===== config.mk =====
export PLATFORM = sky130hd
export DESIGN_NAME = regfile_wb_queue_flat
export DESIGN_NICKNAME = d
export VERILOG_FILES = /design/src/rtl/regfile_wb_queue_pkg.sv /design/src/rtl/regfile_wb_queue_if.sv /design/src/rtl/regfile_wb_queue_wb_fifo.sv /design/src/rtl/regfile_wb_queue.sv /design/src/flat_wrapper.sv
export SDC_FILE = /design/constraint.sdc
export NUM_CORES = 1
export LEC_CHECK = 0
export ABC_AREA = 1
export ABC_CLOCK_PERIOD_IN_PS = 4790
export CAP_MARGIN = 20
export CELL_PAD_IN_SITES_DETAIL_PLACEMENT = 0
export CELL_PAD_IN_SITES_GLOBAL_PLACEMENT = 1
export CORE_MARGIN = 5
export CORE_UTILIZATION = 38
export DETAILED_ROUTE_END_ITERATION = 8
export GPL_TIMING_DRIVEN = 0
export PLACE_DENSITY = 0.8
export SYNTH_ARGS = -nofsm -noshare
export SYNTH_HDL_FRONTEND = slang
export SYNTH_SLANG_ARGS = --single-unit

===== constraint.sdc =====
create_clock -name clk -period 4.79 [get_ports clk]
set_input_delay 0.958 -clock clk [delete_from_list [all_inputs] [get_ports clk]]
set_output_delay 0.958 -clock clk [all_outputs]
set_load 0.05 [all_outputs]

===== src/rtl/regfile_wb_queue_pkg.sv =====
// Shared defaults and entry layout for the register-file writeback queue.
// Combinational only; no latency or backpressure of its own.
package regfile_wb_pkg;

  localparam int WB_WIDTH  = 32;
  localparam int WB_ADDR_W = 5;
  localparam int REG_ZERO  = 0;

  typedef struct packed {
    logic [WB_ADDR_W-1:0] addr;
    logic [WB_WIDTH-1:0]  data;
  } wb_entry_t;

endpackage


===== src/rtl/regfile_wb_queue_if.sv =====
// Producer, register-file and decode-check bundle for the writeback queue.
// Optional fwd* signals exist only with REGFILE_WB_FORWARD_EN.
interface regfile_wb_queue_if import regfile_wb_pkg::*; #(
  parameter int WIDTH  = WB_WIDTH,
  parameter int ADDR_W = WB_ADDR_W,
  parameter int DEPTH  = 4
);

  logic                       alu_valid;
  logic                       alu_ready;
  logic [ADDR_W-1:0]          alu_addr;
  logic [WIDTH-1:0]           alu_data;
  logic                       mem_valid;
  logic                       mem_ready;
  logic [ADDR_W-1:0]          mem_addr;
  logic [WIDTH-1:0]           mem_data;
  logic                       rf_we;
  logic [ADDR_W-1:0]          rf_waddr;
  logic [WIDTH-1:0]           rf_wdata;
  logic [ADDR_W-1:0]          chk_addr1;
  logic [ADDR_W-1:0]          chk_addr2;
  logic                       hazard1;
  logic                       hazard2;
  logic [$clog2(DEPTH+1)-1:0] count;
  logic                       empty;
  logic                       full;
`ifdef REGFILE_WB_FORWARD_EN
  logic                       fwd1_valid;
  logic                       fwd2_valid;
  logic [WIDTH-1:0]           fwd1_data;
  logic [WIDTH-1:0]           fwd2_data;
`endif

  modport slave (
    input  alu_valid, alu_addr, alu_data,
    input  mem_valid, mem_addr, mem_data,
    input  chk_addr1, chk_addr2,
    output alu_ready, mem_ready,
    output rf_we, rf_waddr, rf_wdata,
    output hazard1, hazard2,
    output count, empty, full
`ifdef REGFILE_WB_FORWARD_EN
    , output fwd1_valid, fwd2_valid, fwd1_data, fwd2_data
`endif
  );

  modport master (
    output alu_valid, alu_addr, alu_data,
    output mem_valid, mem_addr, mem_data,
    output chk_addr1, chk_addr2,
    input  alu_ready, mem_ready,
    input  rf_we, rf_waddr, rf_wdata,
    input  hazard1, hazard2,
    input  count, empty, full
`ifdef REGFILE_WB_FORWARD_EN
    , input fwd1_valid, fwd2_valid, fwd1_data, fwd2_data
`endif
  );

endinterface


===== src/rtl/regfile_wb_queue_wb_fifo.sv =====
// In-order storage with 0/1/2 pushes and 0/1 pop per cycle; entries exposed oldest-first.
// Head visible combinationally; caller must never push beyond free space.
module wb_fifo #(
  parameter int ENTRY_W = 37,
  parameter int DEPTH   = 4
) (
  input  logic                       clk,
  input  logic                       rst,
  input  logic [1:0]                 pushCnt,
  input  logic [ENTRY_W-1:0]         push0Dat,
  input  logic [ENTRY_W-1:0]         push1Dat,
  input  logic                       pop,
  output logic [$clog2(DEPTH+1)-1:0] count,
  output logic [ENTRY_W-1:0]         headDat,
  output logic [ENTRY_W-1:0]         ordDat [DEPTH],
  output logic                       ordVld [DEPTH]
);

  localparam int PTR_W = $clog2(DEPTH);
  localparam int CNT_W = $clog2(DEPTH+1);

  logic [ENTRY_W-1:0] store [DEPTH];
  logic [PTR_W-1:0]   rdPtr;
  logic [PTR_W-1:0]   wrPtr;
  logic [CNT_W-1:0]   cnt;

  // DEPTH is a power of two, so pointer arithmetic wraps for free.
  always_ff @(posedge clk) begin
    if (rst) begin
      rdPtr <= '0;
      wrPtr <= '0;
      cnt   <= '0;
    end else begin
      if (pushCnt != 2'd0) store[wrPtr] <= push0Dat;
      if (pushCnt == 2'd2) store[wrPtr + PTR_W'(1)] <= push1Dat;
      wrPtr <= wrPtr + PTR_W'(pushCnt);
      if (pop) rdPtr <= rdPtr + PTR_W'(1);
      cnt <= cnt + CNT_W'(pushCnt) - CNT_W'(pop);
    end
  end

  always_comb begin
    for (int k = 0; k < DEPTH; k++) begin
      ordDat[k] = store[rdPtr + PTR_W'(k)];
      ordVld[k] = (k < int'(cnt));
    end
  end

  assign headDat = store[rdPtr];
  assign count   = cnt;

endmodule


===== src/rtl/regfile_wb_queue.sv =====
// Writeback queue driving the register-file write port from ALU and load producers.
// Latency: accept at edge N, rf_* valid after edge N+1. Ready drops when free slots run out (load wins the last slot).
// Optional forwarding outputs: REGFILE_WB_FORWARD_EN.
module regfile_wb_queue import regfile_wb_pkg::*; #(
  parameter int WIDTH  = WB_WIDTH,
  parameter int ADDR_W = WB_ADDR_W,
  parameter int DEPTH  = 4
) (
  input  logic               clk,
  input  logic               rst,
  regfile_wb_queue_if.slave  bus
);

  localparam int CNT_W   = $clog2(DEPTH+1);
  localparam int ENTRY_W = ADDR_W + WIDTH;

  typedef struct packed {
    logic [ADDR_W-1:0] addr;
    logic [WIDTH-1:0]  data;
  } entry_t;

  function automatic logic isRegZero(input logic [ADDR_W-1:0] a);
    return a == ADDR_W'(REG_ZERO);
  endfunction

  logic [CNT_W-1:0]   count;
  logic [CNT_W-1:0]   free;
  logic               memReady;
  logic               aluReady;
  logic               memPush;
  logic               aluPush;
  logic               pop;
  logic [1:0]         pushCnt;
  entry_t             memEntry;
  entry_t             aluEntry;
  entry_t             push0;
  entry_t             head;
  logic [ENTRY_W-1:0] headDat;
  logic [ENTRY_W-1:0] ordDat [DEPTH];
  logic               ordVld [DEPTH];
  entry_t             ordEntry [DEPTH];

  // Free space ignores this cycle's pop, so a full queue never accepts on the drain edge.
  assign free     = CNT_W'(DEPTH) - count;
  assign memReady = !rst && (free != '0);
  assign aluReady = !rst && ((free >= CNT_W'(2)) || ((free == CNT_W'(1)) && !bus.mem_valid));

  // Writes to r0 complete the handshake but never occupy a slot.
  assign memPush  = bus.mem_valid && memReady && !isRegZero(bus.mem_addr);
  assign aluPush  = bus.alu_valid && aluReady && !isRegZero(bus.alu_addr);
  assign pushCnt  = {1'b0, memPush} + {1'b0, aluPush};
  assign pop      = (count != '0);

  assign memEntry = '{addr: bus.mem_addr, data: bus.mem_data};
  assign aluEntry = '{addr: bus.alu_addr, data: bus.alu_data};
  assign push0    = memPush ? memEntry : aluEntry;

  wb_fifo #(
    .ENTRY_W (ENTRY_W),
    .DEPTH   (DEPTH)
  ) fifo (
    .clk      (clk),
    .rst      (rst),
    .pushCnt  (pushCnt),
    .push0Dat (push0),
    .push1Dat (aluEntry),
    .pop      (pop),
    .count    (count),
    .headDat  (headDat),
    .ordDat   (ordDat),
    .ordVld   (ordVld)
  );

  assign head = headDat;

  always_ff @(posedge clk) begin
    if (rst) begin
      bus.rf_we    <= 1'b0;
      bus.rf_waddr <= '0;
      bus.rf_wdata <= '0;
    end else if (pop) begin
      bus.rf_we    <= 1'b1;
      bus.rf_waddr <= head.addr;
      bus.rf_wdata <= head.data;
    end else begin
      bus.rf_we    <= 1'b0;
    end
  end

  logic [ADDR_W-1:0] chkAddr [2];
  logic              hit [2];
`ifdef REGFILE_WB_FORWARD_EN
  logic [WIDTH-1:0]  youngest [2];
`endif

  // The in-flight rf_* write counts as pending until the register file has sampled it.
  always_comb begin
    for (int k = 0; k < DEPTH; k++) ordEntry[k] = ordDat[k];
    chkAddr[0] = bus.chk_addr1;
    chkAddr[1] = bus.chk_addr2;
    for (int j = 0; j < 2; j++) begin
      hit[j] = bus.rf_we && (bus.rf_waddr == chkAddr[j]);
`ifdef REGFILE_WB_FORWARD_EN
      youngest[j] = bus.rf_wdata;
`endif
      for (int k = 0; k < DEPTH; k++) begin
        if (ordVld[k] && (ordEntry[k].addr == chkAddr[j])) begin
          hit[j] = 1'b1;
`ifdef REGFILE_WB_FORWARD_EN
          youngest[j] = ordEntry[k].data;
`endif
        end
      end
      if (isRegZero(chkAddr[j])) hit[j] = 1'b0;
    end
  end

`ifdef REGFILE_WB_FORWARD_EN
  // Every pending value is forwardable, so decode never needs to stall.
  assign bus.hazard1    = 1'b0;
  assign bus.hazard2    = 1'b0;
  assign bus.fwd1_valid = hit[0];
  assign bus.fwd2_valid = hit[1];
  assign bus.fwd1_data  = youngest[0];
  assign bus.fwd2_data  = youngest[1];
`else
  assign bus.hazard1    = hit[0];
  assign bus.hazard2    = hit[1];
`endif

  assign bus.alu_ready = aluReady;
  assign bus.mem_ready = memReady;
  assign bus.count     = count;
  assign bus.empty     = (count == '0);
  assign bus.full      = (count == CNT_W'(DEPTH));

endmodule


===== src/flat_wrapper.sv =====
// flat-port wrapper written by rule: the top's interface ports become plain ports
module regfile_wb_queue_flat import regfile_wb_pkg::*;
#(
  parameter int WIDTH  = WB_WIDTH,
  parameter int ADDR_W = WB_ADDR_W,
  parameter int DEPTH  = 4
)
  (clk, rst, bus_alu_valid, bus_alu_addr, bus_alu_data, bus_mem_valid, bus_mem_addr, bus_mem_data, bus_chk_addr1, bus_chk_addr2, bus_alu_ready, bus_mem_ready, bus_rf_we, bus_rf_waddr, bus_rf_wdata, bus_hazard1, bus_hazard2, bus_count, bus_empty, bus_full);
  regfile_wb_queue_if #(.WIDTH(WIDTH), .ADDR_W(ADDR_W), .DEPTH(DEPTH)) bus_i ();
  input  logic clk;
  input  logic rst;
  input wire logic [$bits(bus_i.alu_valid)-1:0] bus_alu_valid;
  input wire logic [$bits(bus_i.alu_addr)-1:0] bus_alu_addr;
  input wire logic [$bits(bus_i.alu_data)-1:0] bus_alu_data;
  input wire logic [$bits(bus_i.mem_valid)-1:0] bus_mem_valid;
  input wire logic [$bits(bus_i.mem_addr)-1:0] bus_mem_addr;
  input wire logic [$bits(bus_i.mem_data)-1:0] bus_mem_data;
  input wire logic [$bits(bus_i.chk_addr1)-1:0] bus_chk_addr1;
  input wire logic [$bits(bus_i.chk_addr2)-1:0] bus_chk_addr2;
  output wire logic [$bits(bus_i.alu_ready)-1:0] bus_alu_ready;
  output wire logic [$bits(bus_i.mem_ready)-1:0] bus_mem_ready;
  output wire logic [$bits(bus_i.rf_we)-1:0] bus_rf_we;
  output wire logic [$bits(bus_i.rf_waddr)-1:0] bus_rf_waddr;
  output wire logic [$bits(bus_i.rf_wdata)-1:0] bus_rf_wdata;
  output wire logic [$bits(bus_i.hazard1)-1:0] bus_hazard1;
  output wire logic [$bits(bus_i.hazard2)-1:0] bus_hazard2;
  output wire logic [$bits(bus_i.count)-1:0] bus_count;
  output wire logic [$bits(bus_i.empty)-1:0] bus_empty;
  output wire logic [$bits(bus_i.full)-1:0] bus_full;
  assign bus_i.alu_valid = bus_alu_valid;
  assign bus_i.alu_addr = bus_alu_addr;
  assign bus_i.alu_data = bus_alu_data;
  assign bus_i.mem_valid = bus_mem_valid;
  assign bus_i.mem_addr = bus_mem_addr;
  assign bus_i.mem_data = bus_mem_data;
  assign bus_i.chk_addr1 = bus_chk_addr1;
  assign bus_i.chk_addr2 = bus_chk_addr2;
  assign bus_alu_ready = bus_i.alu_ready;
  assign bus_mem_ready = bus_i.mem_ready;
  assign bus_rf_we = bus_i.rf_we;
  assign bus_rf_waddr = bus_i.rf_waddr;
  assign bus_rf_wdata = bus_i.rf_wdata;
  assign bus_hazard1 = bus_i.hazard1;
  assign bus_hazard2 = bus_i.hazard2;
  assign bus_count = bus_i.count;
  assign bus_empty = bus_i.empty;
  assign bus_full = bus_i.full;
  regfile_wb_queue #(.WIDTH(WIDTH), .ADDR_W(ADDR_W), .DEPTH(DEPTH)) u_core (.clk(clk), .rst(rst), .bus(bus_i));
endmodule

Yosys cells after proc, flatten, opt, wreduce, memory -nomap -nowiden
Memory sizes are Yosys's and may differ from the RTL's. A register that Yosys moved wholly into a read port is not among the register bits.
Index checks and enable logic that the tools add are counted.
Storage, ports and cells
  bits of input ports: 88
  memory bits (writable): 148
  output and inout port bits: 47
  memories kept: 1
  register bits after elaboration: 45
  word-level logic and storage cells: 84
Operators by class
  magnitude comparators: 5
  reductions and logical operators: 30
  muxes and demuxes: 20
  equal/unequal tests: 13
  $add $sub $neg: 9
Memory list
  u_core.fifo.store: depth 4, bits a word 37, rd ports 4, clocked after Yosys merged registers in 1, write ports 2, RTL line regfile_wb_queue_wb_fifo.sv:22  | logic [ENTRY_W-1:0] store [DEPTH];
Operators with widths (number)
  equality test 5 bit: 10
  2-to-1 mux 37 bit: 1
  logical NOT 5 bit: 4
  logical AND 1 bit: 17
  2-to-1 mux 1 bit: 17
  less-than comparator 1 x 3 -> 1 bit (first input constant): 2
  less-than comparator 2 x 3 -> 1 bit (first input constant): 2
  nonzero test 3 bit: 2
  adder 2 x 1 -> 2 bit (second input constant): 2
  adder 2 bit (second input constant): 2
  logical NOT 1 bit: 4
  2-to-1 mux 2 bit: 2
  adder 3 x 2 -> 3 bit: 1
  equality test 3 x 1 -> 1 bit (second input constant): 1
  equality test 3 bit (second input constant): 1
  greater-or-equal comparator 3 x 2 -> 1 bit (second input constant): 1
  logical NOT 3 bit: 1
  subtractor 3 x 1 -> 3 bit: 1
  subtractor 3 bit (first input constant): 1
  adder 1 x 1 -> 2 bit: 1
  adder 2 bit: 1
  equality test 2 bit (second input constant): 1
  nonzero test 2 bit: 1
  logical OR 1 bit: 1

Longest topological paths before layout
  word-level depth: 12
  depth in mapped cells: 15
  gate-level depth less buffers: 15

Hierarchy
Synthesis repeated with hierarchy kept, for this count alone.
Unflattened totals
  cell total of the unflattened synthesis: 2210
  area total of the unflattened synthesis: 14438.8 um^2
Modules (own cells, without submodules)
  wb_fifo: cells each 1691, times used 1, area an instance 11659.9 um^2
  regfile_wb_queue: cells each 519, times used 1, area an instance 2778.9 um^2

Least setup slack after synthesis
Ideal clock, no wire load.
  path kind: reg2reg
  start: reg u_core.fifo.cnt[0] (netlist: u_core.fifo.count[0])
  end: mem u_core.fifo.store[2][0], enable pin
  slack: -830 ps
  arrival: 5138 ps
  path buffers: 1
  required time: 4307 ps
  stages on the path, launching flop included: 10
  setup time: 483 ps
  cell sequence: dfxtp_1 > inv_1 > ha_1 > ha_1 > nor3b_2 > nand2_1 > buf_2 > ha_1 > or2_2 > o21ai_0
RTL lines
  start: declaration: RTL line regfile_wb_queue_wb_fifo.sv:25  | logic [CNT_W-1:0] cnt;
  start signal: assignment: RTL line regfile_wb_queue_wb_fifo.sv:38  | cnt <= cnt + CNT_W'(pushCnt) - CNT_W'(pop);
  end: declaration: RTL line regfile_wb_queue_wb_fifo.sv:22

Worst setup path in the final report
  start: in bus_chk_addr2[1]
  end: out bus_hazard2
Between the ends
  cells in the longest elaborated chain, start to end: 7
Ends and longest elaborated chain
  start: declaration: RTL line flat_wrapper.sv:19  | input wire logic [$bits(bus_i.chk_addr2)-1:0] bus_chk_addr2;
  equality test 5 bit, on equally long branches: RTL line regfile_wb_queue.sv:102, regfile_wb_queue.sv:107
  logical AND 1 bit, on equally long branches: RTL line regfile_wb_queue.sv:102, regfile_wb_queue.sv:107
  2-to-1 mux 1 bit (4 in a row): RTL line regfile_wb_queue.sv:107  | if (ordVld[k] && (ordEntry[k].addr == chkAddr[j])) begin
  2-to-1 mux 1 bit (*): RTL line regfile_wb_queue.sv:114  | if (isRegZero(chkAddr[j])) hit[j] = 1'b0;
  end: declaration: RTL line flat_wrapper.sv:26  | output wire logic [$bits(bus_i.hazard2)-1:0] bus_hazard2;
Every way passes the cells marked *; elsewhere a longest branch is shown, timed or not.

==> impl_table.tex <==
\begin{tabular}{lr}
\hline
Metric & Value \\
\hline
\multicolumn{2}{l}{\textbf{Place}} \\
Number of port buffers & 133 \\
Final estimated routing congestion in global placement & a little over 0.9 \\
Worst setup slack before clock tree synthesis & around 0.52 ns \\
HPWL after detailed placement & 25.6 mm \\
Number of placed instances with taps included & approximately 1.9k \\
\multicolumn{2}{l}{\textbf{Logic synthesis}} \\
Synthesized instance count & 1376 \\
Synth Warn \# & 0 \\
Synth Net Count & 1477 \\
Register bit count reported by yosys & 195 \\
Cell Area, Synth & 11000 µm² \\
Count of different cell masters after synthesis & 33 \\
Syn Area/Cell & 7.97 µm² \\
Portion of the post-synthesis area used by sequential elements & approximately half \\
Synth area leader & sky130\_fd\_sc\_hd\_\_edfxtp\_1 \\
Top cells by area, synth & sky130\_fd\_sc\_hd\_\_edfxtp\_1, sky130\_fd\_sc\_hd\_\_nand2\_1, sky130\_fd\_sc\_hd\_\_o21ai\_0 \\
Top-area cell type share of the netlist area & slightly above 40\% \\
\multicolumn{2}{l}{\textbf{Pwr}} \\
Maximum vdd ir drop & 0.000369 V \\
PnR Total Power & 7.29 mW \\
Internal Pwr Total & approximately 4.0 mW \\
Sw Share & 45.5\% \\
Switch Pwr & 3.32 mW \\
Cell leakage power & approximately 5.4 nW \\
Cell area power density & 540 nW/µm² \\
Sequential Power Share & 31.3\% \\
Part of the power in combinational logic & 49.5\% \\
Clock power share & a little under a fifth \\
\multicolumn{2}{l}{\textbf{Critical path}} \\
Highest fanout seen on the critical path & 6 \\
Critical path startpoint category & input port \\
CP arrival & 3.29 ns \\
Master of the slowest instance on the critical path & sky130\_fd\_sc\_hd\_\_clkdlybuf4s50\_1 \\
Critical path class & input port to primary output \\
Critical path, cell by cell & clkdlybuf4s50\_1, inv\_1, a221oi\_1, nand4\_1, nand2\_1, nor2\_1, nor2\_1, clkdlybuf4s50\_1 \\
Nature of the critical path endpoint & primary output \\
Crit-path max cell delay & 0.81 ns \\
Required time of the worst setup path & 3.83 ns \\
\multicolumn{2}{l}{\textbf{Global routing}} \\
Initial antenna violation count & 0 \\
Largest net degree at the start of global routing & 23 \\
First-pass GRT wire length & roughly 55 mm \\
Total grt overflow & 0 \\
Vias in the first global route & 9949 \\
Total routing usage reported by global routing & 21.6\% \\
\multicolumn{2}{l}{\textbf{Routing}} \\
DR vias & 10.1k \\
Via/cell ratio & approximately 5.3 \\
Avg WL per Cell & between 15 and 20 µm \\
DRT iter0 DRCs & between 1k and 1.5k \\
DRC violations left & 0 \\
Iteration count of the initial detailed-routing pass & 6 \\
DRT antenna net count & 0 \\
Total Wirelength & 35.6 mm \\
\multicolumn{2}{l}{\textbf{Layout}} \\
Layout cell share with drive strength beyond 1 & 6.60\% \\
ANT cells & 0 \\
Most common library cell in the layout ignoring fill and taps & sky130\_fd\_sc\_hd\_\_nand2\_1 \\
Commonest non-fill, non-tap cells in the layout & sky130\_fd\_sc\_hd\_\_nand2\_1, sky130\_fd\_sc\_hd\_\_o21ai\_0, sky130\_fd\_sc\_hd\_\_nor2\_1 \\
Flip-flop and latch area & 5390 µm² \\
Multi-input combinational cell area & 4840 µm² \\
Final non-filler cell total & 1929 \\
Number of fill cells & roughly 2.8k \\
Area growth from synthesis to layout & 23.0\% \\
Final core utilization & 47.1\% \\
Number of nets in the layout & 1633 \\
\multicolumn{2}{l}{\textbf{Die}} \\
IO Pins & 135 \\
Rows & 62 \\
Core Region & 28600 µm² \\
Die area & between 30000 and 40000 µm² \\
Width of the chip & 180 µm \\
Die height & 180 µm \\
Starting Density & 38.3\% \\
\multicolumn{2}{l}{\textbf{Clock tree}} \\
Inserted Clock Buffers & 17 \\
Number of clock sinks & 195 \\
Buffer levels on the longest clock path & 2 \\
CTS hold repair buffers & 0 \\
Quantity of gates resized following cts & 0 \\
Clock insertion delay at the later pin of the skew report & 0.44 ns \\
Clock tree root driver cell & sky130\_fd\_sc\_hd\_\_clkbuf\_16 \\
Clock tree from TritonCTS & done \\
H-Tree Level Count & 4 \\
Number of setup buffers added after CTS & 0 \\
Clock transition at the registers of the reported paths & 0.07 ns \\
\multicolumn{2}{l}{\textbf{STA}} \\
Crit share post-route & 88.6\% \\
F\_max & around 240 MHz \\
Actual transition at the worst max-transition pin & 0.858 ns \\
Setup Skew & 0.0128 ns \\
Min Tclk post-route & 4.24 ns \\
Hold violation total from the final report & 0 \\
Number of setup violations in the final report & 0 \\
Minimum setup slack in the final design & 0.547 ns \\
Worst hold slack & 0.524 ns \\
Max transition margin & 42.6\% \\
Unrepaired setup endpoints after global routing & no \\
Max Transition Viols Final & 0 \\
\multicolumn{2}{l}{\textbf{Run status}} \\
Run status & completed \\
\multicolumn{2}{l}{\textbf{Min path}} \\
Classification of the worst-slack hold path & register to register \\
\multicolumn{2}{l}{\textbf{Run}} \\
MaxCap Viol Count & 0 \\
\hline
\end{tabular}
-- synth_stat cells --
library cell,instances
sky130_fd_sc_hd__o21ai_1,7
sky130_fd_sc_hd__o22ai_1,34
sky130_fd_sc_hd__buf_4,3
sky130_fd_sc_hd__xnor2_1,3
sky130_fd_sc_hd__nand4_1,2
sky130_fd_sc_hd__clkbuf_1,37
sky130_fd_sc_hd__clkinv_1,2
sky130_fd_sc_hd__buf_6,8
sky130_fd_sc_hd__buf_1,1
sky130_fd_sc_hd__edfxtp_1,148
sky130_fd_sc_hd__nand2_2,10
sky130_fd_sc_hd__nor3b_2,1
sky130_fd_sc_hd__nor2_1,181
sky130_fd_sc_hd__nand2_4,4
sky130_fd_sc_hd__or2_2,1
sky130_fd_sc_hd__nor3_1,3
sky130_fd_sc_hd__buf_2,28
sky130_fd_sc_hd__dfxtp_1,47
sky130_fd_sc_hd__nand3_1,68
sky130_fd_sc_hd__nand2_1,357
sky130_fd_sc_hd__buf_12,1
sky130_fd_sc_hd__xor2_1,10
sky130_fd_sc_hd__inv_6,2
sky130_fd_sc_hd__inv_1,93
sky130_fd_sc_hd__o21ai_0,257
sky130_fd_sc_hd__a221oi_1,2
sky130_fd_sc_hd__mux2i_1,33
sky130_fd_sc_hd__ha_1,12
sky130_fd_sc_hd__fa_1,1
sky130_fd_sc_hd__nor2_2,4
sky130_fd_sc_hd__nand3_2,1
sky130_fd_sc_hd__a21oi_1,14
sky130_fd_sc_hd__o41ai_1,1
-- cell type report --
| class | instances | share of cell area, % |
|---|---|---|
| Tap cell | 384 | 3.56 |
| Clock inverter | 14 | 1.08 |
| Timing Repair Buffer | 137 | 10.6 |
| Sequential cell | 195 | 39.9 |
| Inverter | 97 | 2.77 |
| Multi-Input combinational cell | 1006 | 35.9 |
| Buffer | 78 | 3.08 |
| Clock buffer | 18 | 3.18 |
-- final timing paths --
| path | start | end | slack (ns) | depth (start not counted) |
|---|---|---|---|---|
| setup reg to reg | u_core.fifo.count[1]$_SDFF_PP0_ | u_core.fifo.store[0][32]$_DFFE_PP_ | 1.17 | 10 |
| hold / removal | u_core.fifo.wrPtr[1]$_SDFF_PP0_ | u_core.fifo.wrPtr[1]$_SDFF_PP0_ | 0.52 | 1 |
| setup / recovery | bus_chk_addr2[1] | bus_hazard2 | 0.55 | 8 |
| hold reg to reg | u_core.fifo.wrPtr[1]$_SDFF_PP0_ | u_core.fifo.wrPtr[1]$_SDFF_PP0_ | 0.52 | 1 |
-- per-layer routing --
| layer | GRT usage [%] | vias up | wire [µm] | share of wire, % |
|---|---|---|---|---|
| met4 | 9.05 | 0 | 1110 | 3.1 |
| met2 | 36.4 | 405 | 17200 | 48 |
| li1 | - | 4924 | - | - |
| met1 | 27.8 | 4725 | 15100 | 43 |
| met3 | 3.27 | 80 | 2100 | 5.9 |
| met5 | 0 | - | 0 | 0 |
-- registers in the layout, summed over array words and instances, names as in the netlist, named ones only --
name                 count
u_core.fifo.store      148
u_core.bus.rf_we         1
u_core.bus.rf_waddr      5
u_core.fifo.count        3
u_core.fifo.wrPtr        2
u_core.fifo.rdPtr        2
u_core.bus.rf_wdata     32
-- worst max-delay path, delay by kind of cell --
kind,cells,cell delay (ns)
buf+inv,3,1.64
simple gates,4,0.37
compound gates,1,0.33
-- power by group through the flow --
stage | sequential [mW] | combinational [mW] | clock (mW)
finish | 2.28 | 3.61 | 1.40
CTS | 2.28 | 3.62 | 1.40
global placement | 2.34 | 3.54 | 0
detailed placement | 2.32 | 3.61 | 0
floorplan | 2.77 | 1.95 | 0
global route | 2.32 | 3.98 | 1.47
-- cell families after synthesis --
kind of cell / synth area share, %
simple gates: 23.2
compound gates: 14.9
mux: 3.01
flops: 49.1
fa+ha+maj: 1.55
xor+xnor: 1.04
buf+inv: 7.20
-- stage by stage --
stage	TNS, ns	area (µm²)
after global routing	0	13500
after detailed placement	0	12900
after floorplan	-122.89	11000
after global placement	-482.60	12800
final	0	13500
after CTS	0	13500
Power figures use the tool's default switching activity.
